## src/rtl/combat_referee.sv

```systemverilog
// combat_referee: frame-rate referee for a two-player fighting game.
// Resolves attack reach, hit/block classification, damage, stun flags,
// KO / draw detection and round restart.
// Optional round timer is built only when the macro ROUND_TIMER_EN is defined;
// without it time_left is tied to 0 and a round ends only by KO.

// One attacker's view of the exchange: reach test, once-per-attack latch,
// and the damage it would deal to the opposing player.
module combat_referee_striker #(
    parameter int I_RANGE = 32,
    parameter int D_RANGE = 48
) (
    input  logic       logic_clk,
    input  logic       reset,
    input  logic       clear,
    input  logic       fight,
    input  logic [9:0] gap,
    input  logic [3:0] atk_state,
    input  logic [3:0] def_state,
    output logic       hit_connect,
    output logic       hit_block,
    output logic [1:0] damage
);
    logic latched;
    logic swinging;
    logic in_reach;

    assign swinging    = (atk_state == 4'd4) || (atk_state == 4'd7);
    assign in_reach    = ((atk_state == 4'd4) && (gap <= 10'(I_RANGE))) ||
                         ((atk_state == 4'd7) && (gap <= 10'(D_RANGE)));
    assign hit_connect = in_reach && fight && !latched;
    // Walking backward or already in blockstun counts as guarding.
    assign hit_block   = (def_state == 4'd2) || (def_state == 4'd10);
    assign damage      = (hit_connect && !hit_block) ?
                         ((atk_state == 4'd7) ? 2'd2 : 2'd1) : 2'd0;

    // Latch a connect until the active frames end so one swing lands once.
    always_ff @(posedge logic_clk or posedge reset) begin
        if (reset)
            latched <= 1'b0;
        else if (clear)
            latched <= 1'b0;
        else if (hit_connect)
            latched <= 1'b1;
        else if (!swinging)
            latched <= 1'b0;
    end
endmodule

module combat_referee #(
    parameter int PLAYER_WIDTH   = 64,
    parameter int I_RANGE        = 32,
    parameter int D_RANGE        = 48,
    parameter int MAX_HEALTH     = 3,
    parameter int ROUND_SECONDS  = 60,
    parameter int FRAMES_PER_SEC = 60
) (
    input  logic       logic_clk,
    input  logic       reset,
    input  logic       restart,
    input  logic [9:0] p1_pos_x,
    input  logic [9:0] p2_pos_x,
    input  logic [3:0] p1_state,
    input  logic [3:0] p2_state,
    output logic [1:0] p1_stunmode,
    output logic [1:0] p2_stunmode,
    output logic [1:0] p1_health,
    output logic [1:0] p2_health,
    output logic [1:0] game_state,
    output logic [6:0] time_left
);
    typedef enum logic [1:0] {FIGHT = 2'd0, P1_WIN = 2'd1, P2_WIN = 2'd2, DRAW = 2'd3} game_t;

    localparam logic [1:0] HP_FULL = 2'(MAX_HEALTH);

    game_t gs;

    // Index 0 is P1, index 1 is P2 throughout.
    logic [1:0][3:0] st;
    logic [1:0]      connect;
    logic [1:0]      block;
    logic [1:0][1:0] dmg;
    logic [1:0][1:0] hp;
    logic [1:0][1:0] hp_nxt;
    logic [1:0][1:0] stun;
    logic [1:0][1:0] stun_nxt;
    logic [1:0]      ko;

    logic signed [10:0] gap_raw;
    logic [9:0]         gap;
    logic               fight;
    logic               clear;

    assign st    = {p2_state, p1_state};
    assign fight = (gs == FIGHT);
    assign clear = restart && !fight;

    // Sprites overlap when the raw gap goes negative; that is still point-blank.
    assign gap_raw = $signed({1'b0, p2_pos_x}) - $signed({1'b0, p1_pos_x})
                   - $signed(11'(PLAYER_WIDTH));
    assign gap     = gap_raw[10] ? 10'd0 : gap_raw[9:0];

    genvar i;
    generate
        for (i = 0; i < 2; i++) begin : g_striker
            combat_referee_striker #(
                .I_RANGE (I_RANGE),
                .D_RANGE (D_RANGE)
            ) u_striker (
                .logic_clk   (logic_clk),
                .reset       (reset),
                .clear       (clear),
                .fight       (fight),
                .gap         (gap),
                .atk_state   (st[i]),
                .def_state   (st[1-i]),
                .hit_connect (connect[i]),
                .hit_block   (block[i]),
                .damage      (dmg[i])
            );
        end
    endgenerate

    // Damage and stun landing on each player come from the opposite striker.
    always_comb begin
        hp_nxt   = hp;
        stun_nxt = '0;
        ko       = '0;
        for (int p = 0; p < 2; p++) begin
            hp_nxt[p]   = (dmg[1-p] >= hp[p]) ? 2'd0 : hp[p] - dmg[1-p];
            stun_nxt[p] = connect[1-p] ? (block[1-p] ? 2'b10 : 2'b01) : 2'b00;
            ko[p]       = (hp_nxt[p] == 2'd0);
        end
    end

`ifdef ROUND_TIMER_EN
    localparam int FCW = (FRAMES_PER_SEC > 1) ? $clog2(FRAMES_PER_SEC) : 1;

    logic [FCW-1:0] frame_cnt;
    logic [6:0]     time_reg;
    logic           wrap;
    logic           timeout;

    assign wrap      = (frame_cnt == FCW'(FRAMES_PER_SEC - 1));
    assign timeout   = wrap && (time_reg == 7'd1);
    assign time_left = time_reg;
`else
    // Timer configuration has no consumer in this build.
    logic [31:0] unused_timer_cfg;
    assign unused_timer_cfg = 32'(ROUND_SECONDS + FRAMES_PER_SEC);
    assign time_left        = 7'd0;
`endif

    // Round FSM: applies landed hits, decides KO/timeout, freezes after game over.
    always_ff @(posedge logic_clk or posedge reset) begin
        if (reset) begin
            gs   <= FIGHT;
            hp   <= {HP_FULL, HP_FULL};
            stun <= '0;
`ifdef ROUND_TIMER_EN
            frame_cnt <= '0;
            time_reg  <= 7'(ROUND_SECONDS);
`endif
        end else if (gs == FIGHT) begin
            hp   <= hp_nxt;
            stun <= stun_nxt;
`ifdef ROUND_TIMER_EN
            frame_cnt <= wrap ? '0 : frame_cnt + 1'b1;
            time_reg  <= wrap ? time_reg - 7'd1 : time_reg;
`endif
            // KO outranks the clock on a shared edge.
            if (ko[0] && ko[1])
                gs <= DRAW;
            else if (ko[0])
                gs <= P2_WIN;
            else if (ko[1])
                gs <= P1_WIN;
`ifdef ROUND_TIMER_EN
            else if (timeout)
                gs <= (hp_nxt[0] > hp_nxt[1]) ? P1_WIN :
                      (hp_nxt[0] < hp_nxt[1]) ? P2_WIN : DRAW;
`endif
        end else begin
            stun <= '0;
            if (restart) begin
                gs <= FIGHT;
                hp <= {HP_FULL, HP_FULL};
`ifdef ROUND_TIMER_EN
                frame_cnt <= '0;
                time_reg  <= 7'(ROUND_SECONDS);
`endif
            end
        end
    end

    assign p1_stunmode = stun[0];
    assign p2_stunmode = stun[1];
    assign p1_health   = hp[0];
    assign p2_health   = hp[1];
    assign game_state  = gs;
endmodule

```

## config.mk

```make
export PLATFORM = sky130hd
export DESIGN_NAME = combat_referee
export DESIGN_NICKNAME = d
export VERILOG_FILES = /design/src/rtl/combat_referee.sv
export SDC_FILE = /design/constraint.sdc
export NUM_CORES = 1
export LEC_CHECK = 0
export ABC_AREA = 1
export CAP_MARGIN = 25
export CELL_PAD_IN_SITES_DETAIL_PLACEMENT = 0
export CELL_PAD_IN_SITES_GLOBAL_PLACEMENT = 2
export CORE_ASPECT_RATIO = 1.4
export CORE_UTILIZATION = 22
export CTS_CLUSTER_DIAMETER = 40
export DETAILED_ROUTE_END_ITERATION = 12
export PLACE_DENSITY_LB_ADDON = 0.3
export SLEW_MARGIN = 20
export SYNTH_ARGS = -nofsm -noshare
export SYNTH_HDL_FRONTEND = slang
export SYNTH_SLANG_ARGS = --single-unit
```

## constraint.sdc

```tcl
create_clock -name logic_clk -period 1.86 [get_ports logic_clk]
set_input_delay 0.558 -clock logic_clk [delete_from_list [all_inputs] [get_ports logic_clk]]
set_output_delay 0.558 -clock logic_clk [all_outputs]
set_load 0.005 [all_outputs]
```

# Yosys cells after proc, flatten, opt, wreduce, memory -nomap -nowiden
# Index checks and enable logic that the tools add are counted.
[totals] reg_bits=12 in_bits=31 out_inout_bits=17 elab_cells=79
[op_classes] add_sub_neg=4 n_lt_le_gt_ge=4 n_eq_ne=11 muxes=25 n_reduce_logical=28
[ops] op="two-way mux 2 bit" n=15
[ops] op="less-or-equal comparator 10 x 6 -> 1 bit, second input constant" n=2
[ops] op="equality test 4 x 3 -> 1 bit, second input constant" n=4
[ops] op="logical AND 1 bit" n=12
[ops] op="two-way mux 4 bit" n=3
[ops] op="subtractor 10 x 10 -> 11 bit" n=1
[ops] op="subtractor 11 x 8 -> 11 bit, second input constant" n=1
[ops] op="two-way mux 10 bit" n=1
[ops] op="equality test 4 x 2 -> 1 bit, second input constant" n=2
[ops] op="equality test 4 bit, second input constant" n=2
[ops] op="logical NOT 2 bit" n=3
[ops] op="logical OR 1 bit" n=6
[ops] op="two-way mux 1 bit" n=6
[ops] op="!= test 3 x 2 -> 1 bit, second input constant" n=2
[ops] op="logical NOT 1 bit" n=5
[ops] op=">= comparator 2 bit" n=2
[ops] op="!= test 4 x 3 -> 1 bit, second input constant" n=1
[ops] op="subtractor 2 bit" n=2
[ops] op="AND reduction 2 bit" n=1
[ops] op="nonzero test 2 bit" n=1

# Longest topological paths before layout
[depth] word_depth=17 mapped_depth=28 ltp_nobuf=28

# Cells and area by module
# Synthesis repeated with hierarchy kept, for this count alone.
[unflattened] cells_unflattened=256 area_unflattened_um2=1701.6
[modules_own_cells] module="combat_referee" n_inst=1 cells_each=186 area_each_um2=1331.3 seq_area_each_um2=255.2
[modules_own_cells] module="combat_referee_striker" n_inst=2 cells_each=35 area_each_um2=185.2 seq_area_each_um2=25.0

# Worst setup path after synthesis
# Ideal clock, no wire load.
[synth_timing] kind="input port to flip-flop" from="in p1_pos_x[1]" to="reg gs[0] (netlist: game_state[0])" setup_ns=0.128 arrival_ns=3.366 required_ns=1.732 path_slack_ns=-1.634 cell_stages=22 n_path_buf=0 path_cell_list="inv_1 -> ha_1 -> ha_1 -> fa_1 -> nand3_1 -> nand3_1 -> or2_1 -> nand2_1 -> nor2_1 -> nand2_1 -> nand3_2 -> inv_2 -> nand3_1 -> nand2_2 -> nand3_2 -> nor2_2 -> ha_1 -> inv_1 -> fa_1 -> nand3_1 -> nand2_1 -> o22ai_1"
[synth_via] elab_chain_cells=16 elab_cells_between_ends=33 cone_classes="4 x add/sub; 4 x order compare; 1 x eq/ne; 8 x mux; 16 x reduce/logical"
[synth_lines] item="from (decl)" line="61" rtl="input logic [9:0] p1_pos_x,"
[synth_lines] item="subtractor 10 x 10 -> 11 bit (*)" line="99" rtl="assign gap_raw = $signed({1'b0, p2_pos_x}) - $signed({1'b0, p1_pos_x})"
[synth_lines] item="subtractor 11 x 8 -> 11 bit (*)" line="100" rtl="- $signed(11'(PLAYER_WIDTH));"
[synth_lines] item="two-way mux 10 bit (*)" line="101" rtl="assign gap = gap_raw[10] ? 10'd0 : gap_raw[9:0];"
[synth_lines] item="less-or-equal comparator 10 x 6 -> 1 bit, on equally long branches" line="29, 30"
[synth_lines] item="logical AND 1 bit, on equally long branches" line="29, 30"
[synth_lines] item="logical OR 1 bit" line="29" rtl="assign in_reach = ((atk_state == 4'd4) && (gap <= 10'(I_RANGE))) ||"
[synth_lines] item="logical AND 1 bit (2 in a row)" line="31" rtl="assign hit_connect = in_reach && fight && !latched;"
[synth_lines] item="logical AND 1 bit" line="34" rtl="assign damage = (hit_connect && !hit_block) ?"
[synth_lines] item="two-way mux 2 bit" line="34"
[synth_lines] item="subtractor 2 bit or >= comparator 2 bit (tied branches)" line="130" rtl="hp_nxt[p] = (dmg[1-p] >= hp[p]) ? 2'd0 : hp[p] - dmg[1-p];"
[synth_lines] item="two-way mux 2 bit" line="130"
[synth_lines] item="logical NOT 2 bit" line="132" rtl="ko[p] = (hp_nxt[p] == 2'd0);"
[synth_lines] item="logical AND 1 bit or two-way mux 2 bit (tied branches)" line="172, 174"
[synth_lines] item="!= test 4 x 3 -> 1 bit (no line) or two-way mux 2 bit (tied branches)"
[synth_lines] item="AND reduction 2 bit (no line) or two-way mux 2 bit (tied branches)"
[synth_lines] item="to (signal assigned)" line="173" rtl="gs <= DRAW;"
[synth_lines] item="to (signal assigned)" line="175" rtl="gs <= P2_WIN;"
[synth_lines] item="to (signal assigned)" line="177" rtl="gs <= P1_WIN;"
[synth_lines] item="to (decl)" line="76" rtl="game_t gs;"
# Every way passes the cells marked *; elsewhere a longest branch is shown, timed or not.
# A chain may end at the register's enable or synchronous reset.

# Final worst setup path
[layout_timing] from="in p2_pos_x[2]" to="reg stun, in the netlist p2_stunmode[0]"
[layout_via] elab_chain_cells=10 elab_cells_between_ends=12 cone_classes="2 x add/sub; 2 x order compare; 3 x mux; 5 x reduce/logical"
[layout_lines] item="from (decl)" line="62" rtl="input logic [9:0] p2_pos_x,"
[layout_lines] item="subtractor 10 x 10 -> 11 bit (*)" line="99"
[layout_lines] item="subtractor 11 x 8 -> 11 bit (*)" line="100"
[layout_lines] item="two-way mux 10 bit (*)" line="101"
[layout_lines] item="less-or-equal comparator 10 x 6 -> 1 bit, on equally long branches" line="29, 30"
[layout_lines] item="logical AND 1 bit, on equally long branches" line="29, 30"
[layout_lines] item="logical OR 1 bit (*)" line="29"
[layout_lines] item="logical AND 1 bit (*) (2 in a row)" line="31"
[layout_lines] item="two-way mux 2 bit (*)" line="131" rtl="stun_nxt[p] = connect[1-p] ? (block[1-p] ? 2'b10 : 2'b01) : 2'b00;"
[layout_lines] item="two-way mux 4 bit (*)" line="164" rtl="end else if (gs == FIGHT) begin"
[layout_lines] item="to (signal assigned)" line="166" rtl="stun <= stun_nxt;"
[layout_lines] item="to (decl)" line="85" rtl="logic [1:0][1:0] stun;"
# Marked as above.

==> key figures <==
Cells and area
  • Synth-to-Final Area Change: 84.55%
  • Ant diodes: 0
  • Layout Cells excl Fill: 422
  • Most frequent cells in the layout: buf_4 (42), inv_1 (38), nand2_1 (33), inv_2 (20), clkdlybuf4s50_1 (19)
  • Most common cell after layout, fill and taps aside: buf_4
  • Share of layout cells above drive strength 1: 53.52%
  • Nets: 386

Clocking
  • Sink Count: 12
  • CTS root buf: clkbuf_8
  • CTS tree: done
  • Worst-Skew Late Latency: 0.23 ns
  • Clk slew on worst S/H paths: 0.05 ns
  • Post-CTS Hold Fix Bufs: 0
  • H-tree depth: 1
  • Num CTS Buffers: 3
  • Clock Path Buffers: 2

Global route
  • Initial antenna violation count: 0
  • Grt ovf: 0
  • Vias in the first global route: 1669
  • All-Layer GR Usage: 12.19%
  • Global-route wire length before repair: 7.162 mm
  • Largest net degree at the start of global routing: 13

Synthesis
  • Synth Register Bits: 12
  • EDFF count, synth: 0
  • Post-synth cell types: 28
  • Sequential area share after synthesis: 19.33%
  • Synth top area cells: ha_1 (18%), inv_1 (14%), nand2_1 (13%)
  • Post-synth top flop: dfrtp_1
  • Ys async rst share: 100.0%
  • Post-synth top area share: 18.23%
  • Ys Warns: 0
  • Synth Instances: 237
  • Syn Area/Cell: 6.663 µm²
  • Mapped cell area: 0.001579 mm²
  • Area leader, netlist: ha_1

Route
  • Post-DRT Antenna Nets: 0
  • DR pass1 iterations: 4
  • Drt drc: 0
  • WL per Instance: 10.06 µm
  • WL final: 4.244 mm
  • Vias per cell: 4.038
  • Iter 0 DRT Violations: 40
  • Vias: 1704

Place
  • Dpl cells: 402
  • Post-Place Setup Slack: -2.201 ns
  • Input/output buffers: 40
  • Placer Congestion: 0.7320
  • Post-detail-place hpwl: 3.524 mm

Timing
  • Final setup TNS: -13.10 ns
  • Final setup vio count: 12
  • RSZ-0062 raised after global routing: yes
  • Skew final: 0.001536 ns
  • Highest clock rate: 300.5 MHz
  • Final Worst Setup Slack: -1.468 ns
  • Hold_ws: 0.5048 ns
  • Final hold viol count: 0
  • Fin crit share: 178.9%
  • Tmin final: 3.328 ns
  • Max-slew violations: 0

Critical path
  • Crit-path max FO: 3
  • CP required: 2.04 ns
  • R2R depth: 14
  • Critical path class: in -> reg
  • Crit path DAT: 3.51 ns
  • CP Launch Type: input pin
  • Setup crit end kind: flip-flop

Die
  • Core area: 0.006937 mm²
  • Die extent in x: 73.60 µm
  • Initial Util: 22.76%
  • Std-Cell Rows: 36
  • Full die area: 0.007525 mm²
  • IO Pins: 48
  • Die height: 102.2 µm

Pwr
  • Maximum vdd drop: 0.0004094 V
  • Pleak: 1.456 nW
  • Total power: 0.002010 W
  • Pwr/cell area: 689.7 mW/mm²

Worst hold path
  • Hold Crit Depth: 2
  • Hold Path Class: reg -> reg

Job
  • Max-Cap Viols: 0

Status
  • Status: finished with violations
  • Violated checks: setup timing
-- cell usage after synthesis (3+ instances only) --
cell type and count:
nor2_1 18, a21oi_1 7, nand2_2 9, buf_4 7
nor2_2 3, ha_1 23, nand2_1 55, nand4_1 4
dfstp_2 4, nand3_1 13, inv_1 58, fa_1 3
nand3_2 5, dfrtp_1 8
-- cell type report --
type	count	area, µm²
fillers	745	4023
multi-input cells	164	1498
repair buffers	88	720.7
flip-flops and latches	12	305.3
inverters	60	230.2
well taps	95	118.9
clock buffers	3	41.29
-- worst max-delay path, cell delays in order --
cell             delay [ns]
clkdlybuf4s15_2        0.19
ha_4                   0.24
fa_2                   0.42
nand3_2                0.08
nand3_2                0.09
or2_4                  0.26
nand2_4                0.06
nor2_4                 0.05
nand2_2                0.06
nand3_2                0.09
nand2_2                0.09
nand2_2                0.06
nand2_2                0.07
nand3_2                0.08
buf_4                  0.14
buf_4                  0.12
buf_6                  0.10
buf_4                  0.12
buf_4                  0.12
buf_4                  0.12
buf_4                  0.12
buf_4                  0.12
buf_4                  0.12
inv_2                  0.03
-- logic make-up (layout without fill, tap and decap cells) --
group,after synthesis,in the layout,share of synthesized area [%]
fa+ha+maj,26,26,22.03
xor+xnor,2,2,1.110
flops,12,12,19.33
other cells,1,7,0.2375
compound gates,14,14,5.150
buf+inv,67,151,17.59
simple gates,115,115,34.55
-- repair_timing --
| item | CTS | global route |
|---|---|---|
| gates resized for setup | 125 | 49 |
| setup buffers | 14 | 4 |
| setup endpoints to repair | 14 | 12 |
| hold endpoints to repair | 0 | 0 |
| cloned | 0 | 0 |
| pin swaps | 38 | 21 |
-- where the power goes --
group	leakage, nW	internal [W]	switching [W]
logic	1.28	0.000707	0.000694
clock network	0.0216	0.000142	0.0000837
registers	0.153	0.000346	0.0000375
total	1.46	0.00119	0.000816
-- flip-flops by register name (all words and copies together), names as in the netlist --
register and flops:
g_striker.u_striker.latched 2, game_state 2, p1_health 2, p1_stunmode 2
p2_health 2, p2_stunmode 2
-- through the flow --
stage / cell area [µm²] / util [%]
after floorplan: 1642 / -
after global placement: 2341 / 33.75
after detailed placement: 2341 / 33.75
after CTS: 2768 / 39.90
after global routing: 2914 / 42.01
final: 2914 / 42.01
-- per-layer routing --
layer	share of wire, %	vias up	track usage, %
li1	-	897	-
met5	0	-	0
met1	34	775	12.62
met4	1.3	0	3.846
met3	2.2	4	0.8876
met2	62	28	24.98
-- final timing paths --
check	startpoint	end	slack, ns
hold / removal	p2_health[0]	p2_health[0]	0.50
max in group asynchronous	reset	p1_health[1]	0.87
min in group asynchronous	reset	p2_stunmode[1]	0.65
setup reg to reg	game_state[1]	p2_stunmode[0]	-0.21
hold reg to reg	p2_health[0]	p2_health[0]	0.50
setup / recovery	p2_pos_x[2]	p2_stunmode[0]	-1.47
No activity file was read; power rests on OpenSTA's default activity.
